<file path="config.mk">
export PLATFORM = sky130hd
export DESIGN_NAME = gate_op_scheduler
export DESIGN_NICKNAME = d
export VERILOG_FILES = /design/src/rtl/gate_op_pkg.sv /design/src/rtl/bitwise_logic_unit.sv /design/src/rtl/gate_op_scheduler.sv
export SDC_FILE = /design/constraint.sdc
export NUM_CORES = 1
export LEC_CHECK = 0
export ABC_AREA = 1
export ABC_CLOCK_PERIOD_IN_PS = 2400
export CORE_UTILIZATION = 46
export DETAILED_ROUTE_END_ITERATION = 10
export PLACE_DENSITY = 0.88
export SYNTH_ARGS = -nofsm -noshare
export SYNTH_HDL_FRONTEND = slang
export SYNTH_SLANG_ARGS = --single-unit
</file>
<file path="constraint.sdc">
create_clock -name clk -period 2.4 [get_ports clk]
set_input_delay 0.48 -clock clk [delete_from_list [all_inputs] [get_ports clk]]
set_output_delay 0.48 -clock clk [all_outputs]
set_load 0.01 [all_outputs]
</file>
<file path="src/rtl/gate_op_pkg.sv">
// Shared definitions for the gate operation scheduler: opcodes and FSM state encoding.
package gate_op_pkg;

   localparam logic [1:0] OP_AND = 2'b00;
   localparam logic [1:0] OP_OR  = 2'b01;
   localparam logic [1:0] OP_NOT = 2'b10;
   localparam logic [1:0] OP_BUF = 2'b11;

   typedef enum logic [1:0] {
      IDLE = 2'd0,
      EXEC = 2'd1,
      RESP = 2'd2
   } state_t;

endpackage

</file>
<file path="src/rtl/bitwise_logic_unit.sv">
// Combinational W-bit bitwise unit: AND, OR, NOT, BUF selected by a 2-bit opcode.
module bitwise_logic_unit
   import gate_op_pkg::*;
#(
   parameter int W = 4
) (
   input  logic [1:0]   op,
   input  logic [W-1:0] a,
   input  logic [W-1:0] b,
   output logic [W-1:0] y
);

   always_comb begin
      y = '0;
      case (op)
         OP_AND:  y = a & b;
         OP_OR:   y = a | b;
         OP_NOT:  y = ~a;
         OP_BUF:  y = a;
         default: y = a;
      endcase
   end

endmodule

</file>
<file path="src/rtl/gate_op_scheduler.sv">
// Round-robin scheduler sharing one bitwise logic unit between NREQ requesters,
// returning a registered result and requester ID over a valid/ready channel.
module gate_op_scheduler
   import gate_op_pkg::*;
#(
   parameter int NREQ = 4,
   parameter int W    = 4,
   parameter int IDW  = $clog2(NREQ)
) (
   input  logic              clk,
   input  logic              rst_n,
   input  logic [NREQ-1:0]   req_valid,
   output logic [NREQ-1:0]   req_ready,
   input  logic [2*NREQ-1:0] req_op,
   input  logic [W*NREQ-1:0] req_a,
   input  logic [W*NREQ-1:0] req_b,
   output logic              rsp_valid,
   input  logic              rsp_ready,
   output logic [W-1:0]      rsp_data,
   output logic [IDW-1:0]    rsp_id,
   output logic [7:0]        ops_done
);

   // Handshake: a request transfers in the IDLE cycle where req_valid[i] and
   // req_ready[i] are both high; a response transfers when rsp_valid and rsp_ready are high.

   state_t         state, state_nxt;
   logic [IDW-1:0] prio_ptr;
   logic [IDW-1:0] ptr_nxt;
   logic           grant_found;
   logic [IDW-1:0] grant_id;
   int             idx;

   logic [1:0]     sel_op;
   logic [W-1:0]   sel_a, sel_b;
   logic [1:0]     cap_op;
   logic [W-1:0]   cap_a, cap_b;
   logic [IDW-1:0] cap_id;
   logic [W-1:0]   alu_y;

   // Search upward from prio_ptr with wrap, first valid index wins.
   always_comb begin
      grant_found = 1'b0;
      grant_id    = '0;
      idx         = 0;
      for (int k = 0; k < NREQ; k++) begin
         idx = int'(prio_ptr) + k;
         if (idx >= NREQ) idx = idx - NREQ;
         if (!grant_found && req_valid[idx[IDW-1:0]]) begin
            grant_found = 1'b1;
            grant_id    = idx[IDW-1:0];
         end
      end
   end

   always_comb begin
      sel_op = '0;
      sel_a  = '0;
      sel_b  = '0;
      for (int i = 0; i < NREQ; i++) begin
         if (grant_id == IDW'(i)) begin
            sel_op = req_op[2*i +: 2];
            sel_a  = req_a[W*i +: W];
            sel_b  = req_b[W*i +: W];
         end
      end
   end

   assign ptr_nxt   = (rsp_id == IDW'(NREQ-1)) ? '0 : rsp_id + IDW'(1);
   assign rsp_valid = (state == RESP);

   bitwise_logic_unit #(.W(W)) u_logic (
      .op (cap_op),
      .a  (cap_a),
      .b  (cap_b),
      .y  (alu_y)
   );

   always_comb begin
      state_nxt = state;
      req_ready = '0;
      case (state)
         IDLE: begin
            if (grant_found && rst_n) begin
               req_ready[grant_id] = 1'b1;
               state_nxt           = EXEC;
            end
         end
         EXEC:    state_nxt = RESP;
         RESP:    if (rsp_ready) state_nxt = IDLE;
         default: state_nxt = IDLE;
      endcase
   end

   always_ff @(posedge clk or negedge rst_n) begin
      if (!rst_n) begin
         state    <= IDLE;
         prio_ptr <= '0;
         cap_op   <= '0;
         cap_a    <= '0;
         cap_b    <= '0;
         cap_id   <= '0;
         rsp_data <= '0;
         rsp_id   <= '0;
         ops_done <= '0;
      end else begin
         state <= state_nxt;
         case (state)
            IDLE: begin
               if (grant_found) begin
                  cap_op <= sel_op;
                  cap_a  <= sel_a;
                  cap_b  <= sel_b;
                  cap_id <= grant_id;
               end
            end
            EXEC: begin
               rsp_data <= alu_y;
               rsp_id   <= cap_id;
            end
            RESP: begin
               if (rsp_ready) begin
                  prio_ptr <= ptr_nxt;
                  if (ops_done != 8'hFF) ops_done <= ops_done + 8'd1;
               end
            end
            default: ;
         endcase
      end
   end

endmodule

</file>
==> flow_metrics.env <==
export IMPL_synth_compound_area_share_pct=9.56
export IMPL_io_buffers=65
export IMPL_ys_seq_elements=30
export IMPL_drv_slew=0
export IMPL_drive_gt1_share_pct=26.7
export IMPL_max_slew_margin_pct=75.9
export IMPL_cts_tree="yes"
export IMPL_syn_to_final_growth_pct=57.8
export IMPL_rows=23
export IMPL_synth_top_cell_area_share_pct=37.5
export IMPL_synth_xor_area_share_pct=3.06
export IMPL_power_switching_mw=2.49
export IMPL_n_fill_cell=279
export IMPL_cp_max_fo=6
export IMPL_finalPower_mw=5.19
export IMPL_antenna_found_initial=0
export IMPL_p_comb_share_pct=69.5
export IMPL_min_path_type="flip-flop to flip-flop"
export IMPL_peakVddDrop_uv=1840
export IMPL_rsz0062_at_grt="true"
export IMPL_die_w_um=68.0
export IMPL_dr_pass1_iters=4
export IMPL_drc=0
export IMPL_ys_types=33
export IMPL_die_area_um2=4620
export IMPL_finalCriticalPeriod_ns=2.54
export IMPL_min_from="rsp_data[1]"
export IMPL_htreeDepth=2
export IMPL_drtIter0Drc=123
export IMPL_p_sw_share_pct=48.0
export IMPL_reg2reg_from="prio_ptr[0]"
export IMPL_numCtsBuffers=5
export IMPL_synth_nets=328
export IMPL_cts_sinks=30
export IMPL_worstPathArrival_ns=2.06
export IMPL_gp_congestion=0.905
export IMPL_synth_simple_area_share_pct=40.3
export IMPL_synth_seq_area_share_pct=37.5
export IMPL_clkTransAtPathRegs_ns=0.07
export IMPL_coreArea_um2=4090
export IMPL_die_h_um=68.0
export IMPL_fmax_mhz=394
export IMPL_critPathRequiredTime_ns=1.92
export IMPL_startpoint_type="flip-flop"
export IMPL_vias=2265
export IMPL_synth_top_cells_by_area="dfrtp_1 38%, nand2_1 17%, nand3_1 8.5%, inv_1 4.3%, nor2_1 3.9%"
export IMPL_diodes=0
export IMPL_ioPinCount=66
export IMPL_violations="negative setup slack"
export IMPL_timing_hold_violations_final=0
export IMPL_drt_total_wl_um=5960
export IMPL_worstSetupEndpointType="output pin"
export IMPL_clk_insertion_delay_late_ns=0.29
export IMPL_min_period_over_period_pct=106
export IMPL_yosysWarnings=0
export IMPL_grt_pass1_vias=2104
export IMPL_worstMarginPinSlew_ns=0.362
export IMPL_layout_nets=419
export IMPL_cap_violations=0
export IMPL_outcome="finished, violations left"
export IMPL_power_frac_clock_pct=12.3
export IMPL_grt_pass1_wl_um=9210
export IMPL_grt_max_degree=31
export IMPL_clock_skew_ns=0.00678
export IMPL_cts_hold_buf=0
export IMPL_hpwl_um=3890
export IMPL_crit_start="prio_ptr[0]"
export IMPL_syn_inst=279
export IMPL_synth_avg_cell_area_um2=7.18
export IMPL_start_util_pct=49.0
export IMPL_grt_total_usage_pct=26.8
export IMPL_p_int_mw=2.70
export IMPL_power_frac_seq_pct=18.2
export IMPL_setup_violations=4
export IMPL_wl_per_cell_um=14.2
export IMPL_grt_overflow=0
export IMPL_fin_setup_tns_ns=-0.423
export IMPL_worst_slack_ns=-0.139
export IMPL_synthAdderAreaFrac_pct=1.25
export IMPL_syn_area_um2=2000
export IMPL_critical_path_class="flip-flop to output pin"
export IMPL_cts_max_path_buffers=2
export IMPL_cts_root_buffer="clkbuf_8"
export IMPL_detail_route_antenna_nets=0
export IMPL_power_density_nw_per_um2=1640
export IMPL_leakagePower_nw=1.57
export IMPL_via_per_inst=5.38
export IMPL_synth_area_leader_cell="dfrtp_1"
export IMPL_synthMuxAreaShare_pct=0
export IMPL_synth_top_family_by_area="simple AND/OR/NAND/NOR gates"
Yosys cell counts (all sizes together):
master and number:
or2 2, o211ai 1, nand2 105, ha 2, a21oi 4, o21ai 17, dfrtp 30, a21o 3
buf 6, nand3b 1, nor2 24, o31ai 1, a21boi 1, nand3 34, inv 27, clkinv 1
nor3 4, nor3b 1, clkbuf 2, nand4 3, xor2 5, xnor2 2, a221oi 3
registers in the layout, indices dropped and copies added, names as in the netlist:
name / cells
cap_a: 4
cap_b: 4
cap_id: 2
cap_op: 2
ops_done: 8
prio_ptr: 2
rsp_data: 4
rsp_id: 2
state: 2
power groups by stage:
stage	registers [mW]	clock network, mW	logic, mW
after floorplan	0.910	0	2.09
after global placement	0.918	0	2.87
after detailed placement	0.926	0	2.97
after CTS	0.931	0.651	3.21
after global routing	0.970	0.684	3.96
final	0.944	0.639	3.60
repair_timing:
item,CTS,global route
setup buffers,5,5
pin swaps,11,21
resized for setup,52,21
endpoints found under the hold margin,0,0
endpoints found under the setup margin,4,4
metal layers:
layer | wire (um) | track usage (%) | part of all wire, %
met5 | 0 | 0 | 0
met4 | 177 | 10.2 | 3.0
met3 | 463 | 6.50 | 7.8
met1 | 2320 | 30.4 | 39
met2 | 3000 | 47.8 | 50
metrics by stage:
step / std cells / area, um2 / utilization [%] / setup WS (ns) / hold slack [ns]
floorplan: 279 / 2000 / - / 0.224 / 0.184
global placement: 403 / 2780 / 68.1 / -0.553 / 0.464
detailed placement: 403 / 2780 / 68.1 / -0.600 / 0.470
CTS: 416 / 3040 / 74.3 / -0.0647 / 0.486
global route: 421 / 3160 / 77.3 / -0.206 / 0.514
finish: 421 / 3160 / 77.3 / -0.139 / 0.482
layout by cell type (no fill, tap or decap), types with 2 or more instances in the layout:
cell	Yosys	final
inv_4	0	2
o21ai_2	4	3
bufinv_16	0	2
clkdlybuf4s50_1	0	57
nand2_4	5	8
dfrtp_2	0	2
o21ai_1	7	6
nand2_1	93	73
nand2_2	7	24
ha_1	2	2
clkbuf_8	0	6
nor2_2	0	2
nand3_1	34	29
o21ai_0	6	6
nor2_4	2	2
buf_2	1	4
inv_2	4	3
inv_1	23	21
buf_6	3	5
dfrtp_1	30	28
xor2_1	5	5
a21oi_1	4	4
nor2_1	21	19
a221oi_1	3	3
nor3_4	0	2
a21o_1	3	3
xnor2_1	2	2
buf_4	2	22
dlygate4sd2_1	0	4
nand4_1	3	3
nand3_2	0	4
o21ai_4	0	2
final cells by class:
class | instances | area [um2] | share of cell area (%)
Tap cell | 50 | 62.6 | 1.98
Multi-Input combinational cell | 213 | 1240 | 39.2
Timing Repair Buffer | 92 | 847 | 26.8
Inverter | 28 | 115 | 3.64
Sequential cell | 30 | 753 | 23.9
Clock inverter | 2 | 60.1 | 1.90
Clock buffer | 6 | 82.6 | 2.61
final timing paths:
check / to / slack [ns] / cells past startpoint
min reg2reg: rsp_data[1] / 0.48 / 1
min in group asynchronous: ops_done[3] / 0.74 / 2
max: req_ready[1] / -0.14 / 12
min: rsp_data[1] / 0.48 / 1
max in group asynchronous: prio_ptr[1] / 1.37 / 2
max reg2reg: cap_b[2] / 0.24 / 15
worst max-delay path, stage by stage (launching register included):
cell	delay, ns
dfrtp_2	0.46
buf_6	0.14
nand2_2	0.06
nand2_2	0.09
nand2_2	0.10
nand2_4	0.07
nor2_8	0.13
nand3_2	0.10
nand2_2	0.11
nand2_4	0.08
buf_6	0.12
nor3_4	0.16
buf_2	0.16
cells by family (layout without fill, tap and decap cells):
logic type,count (synthesis),in the layout
xor gates and xnor gates,7,7
adders and majority gates,2,2
DFF,30,30
buffers and inverters,36,128
and+or+nand+nor,174,174
AOI/OAI and AO/OA,30,30
No activity file was read; power rests on OpenSTA's default activity.
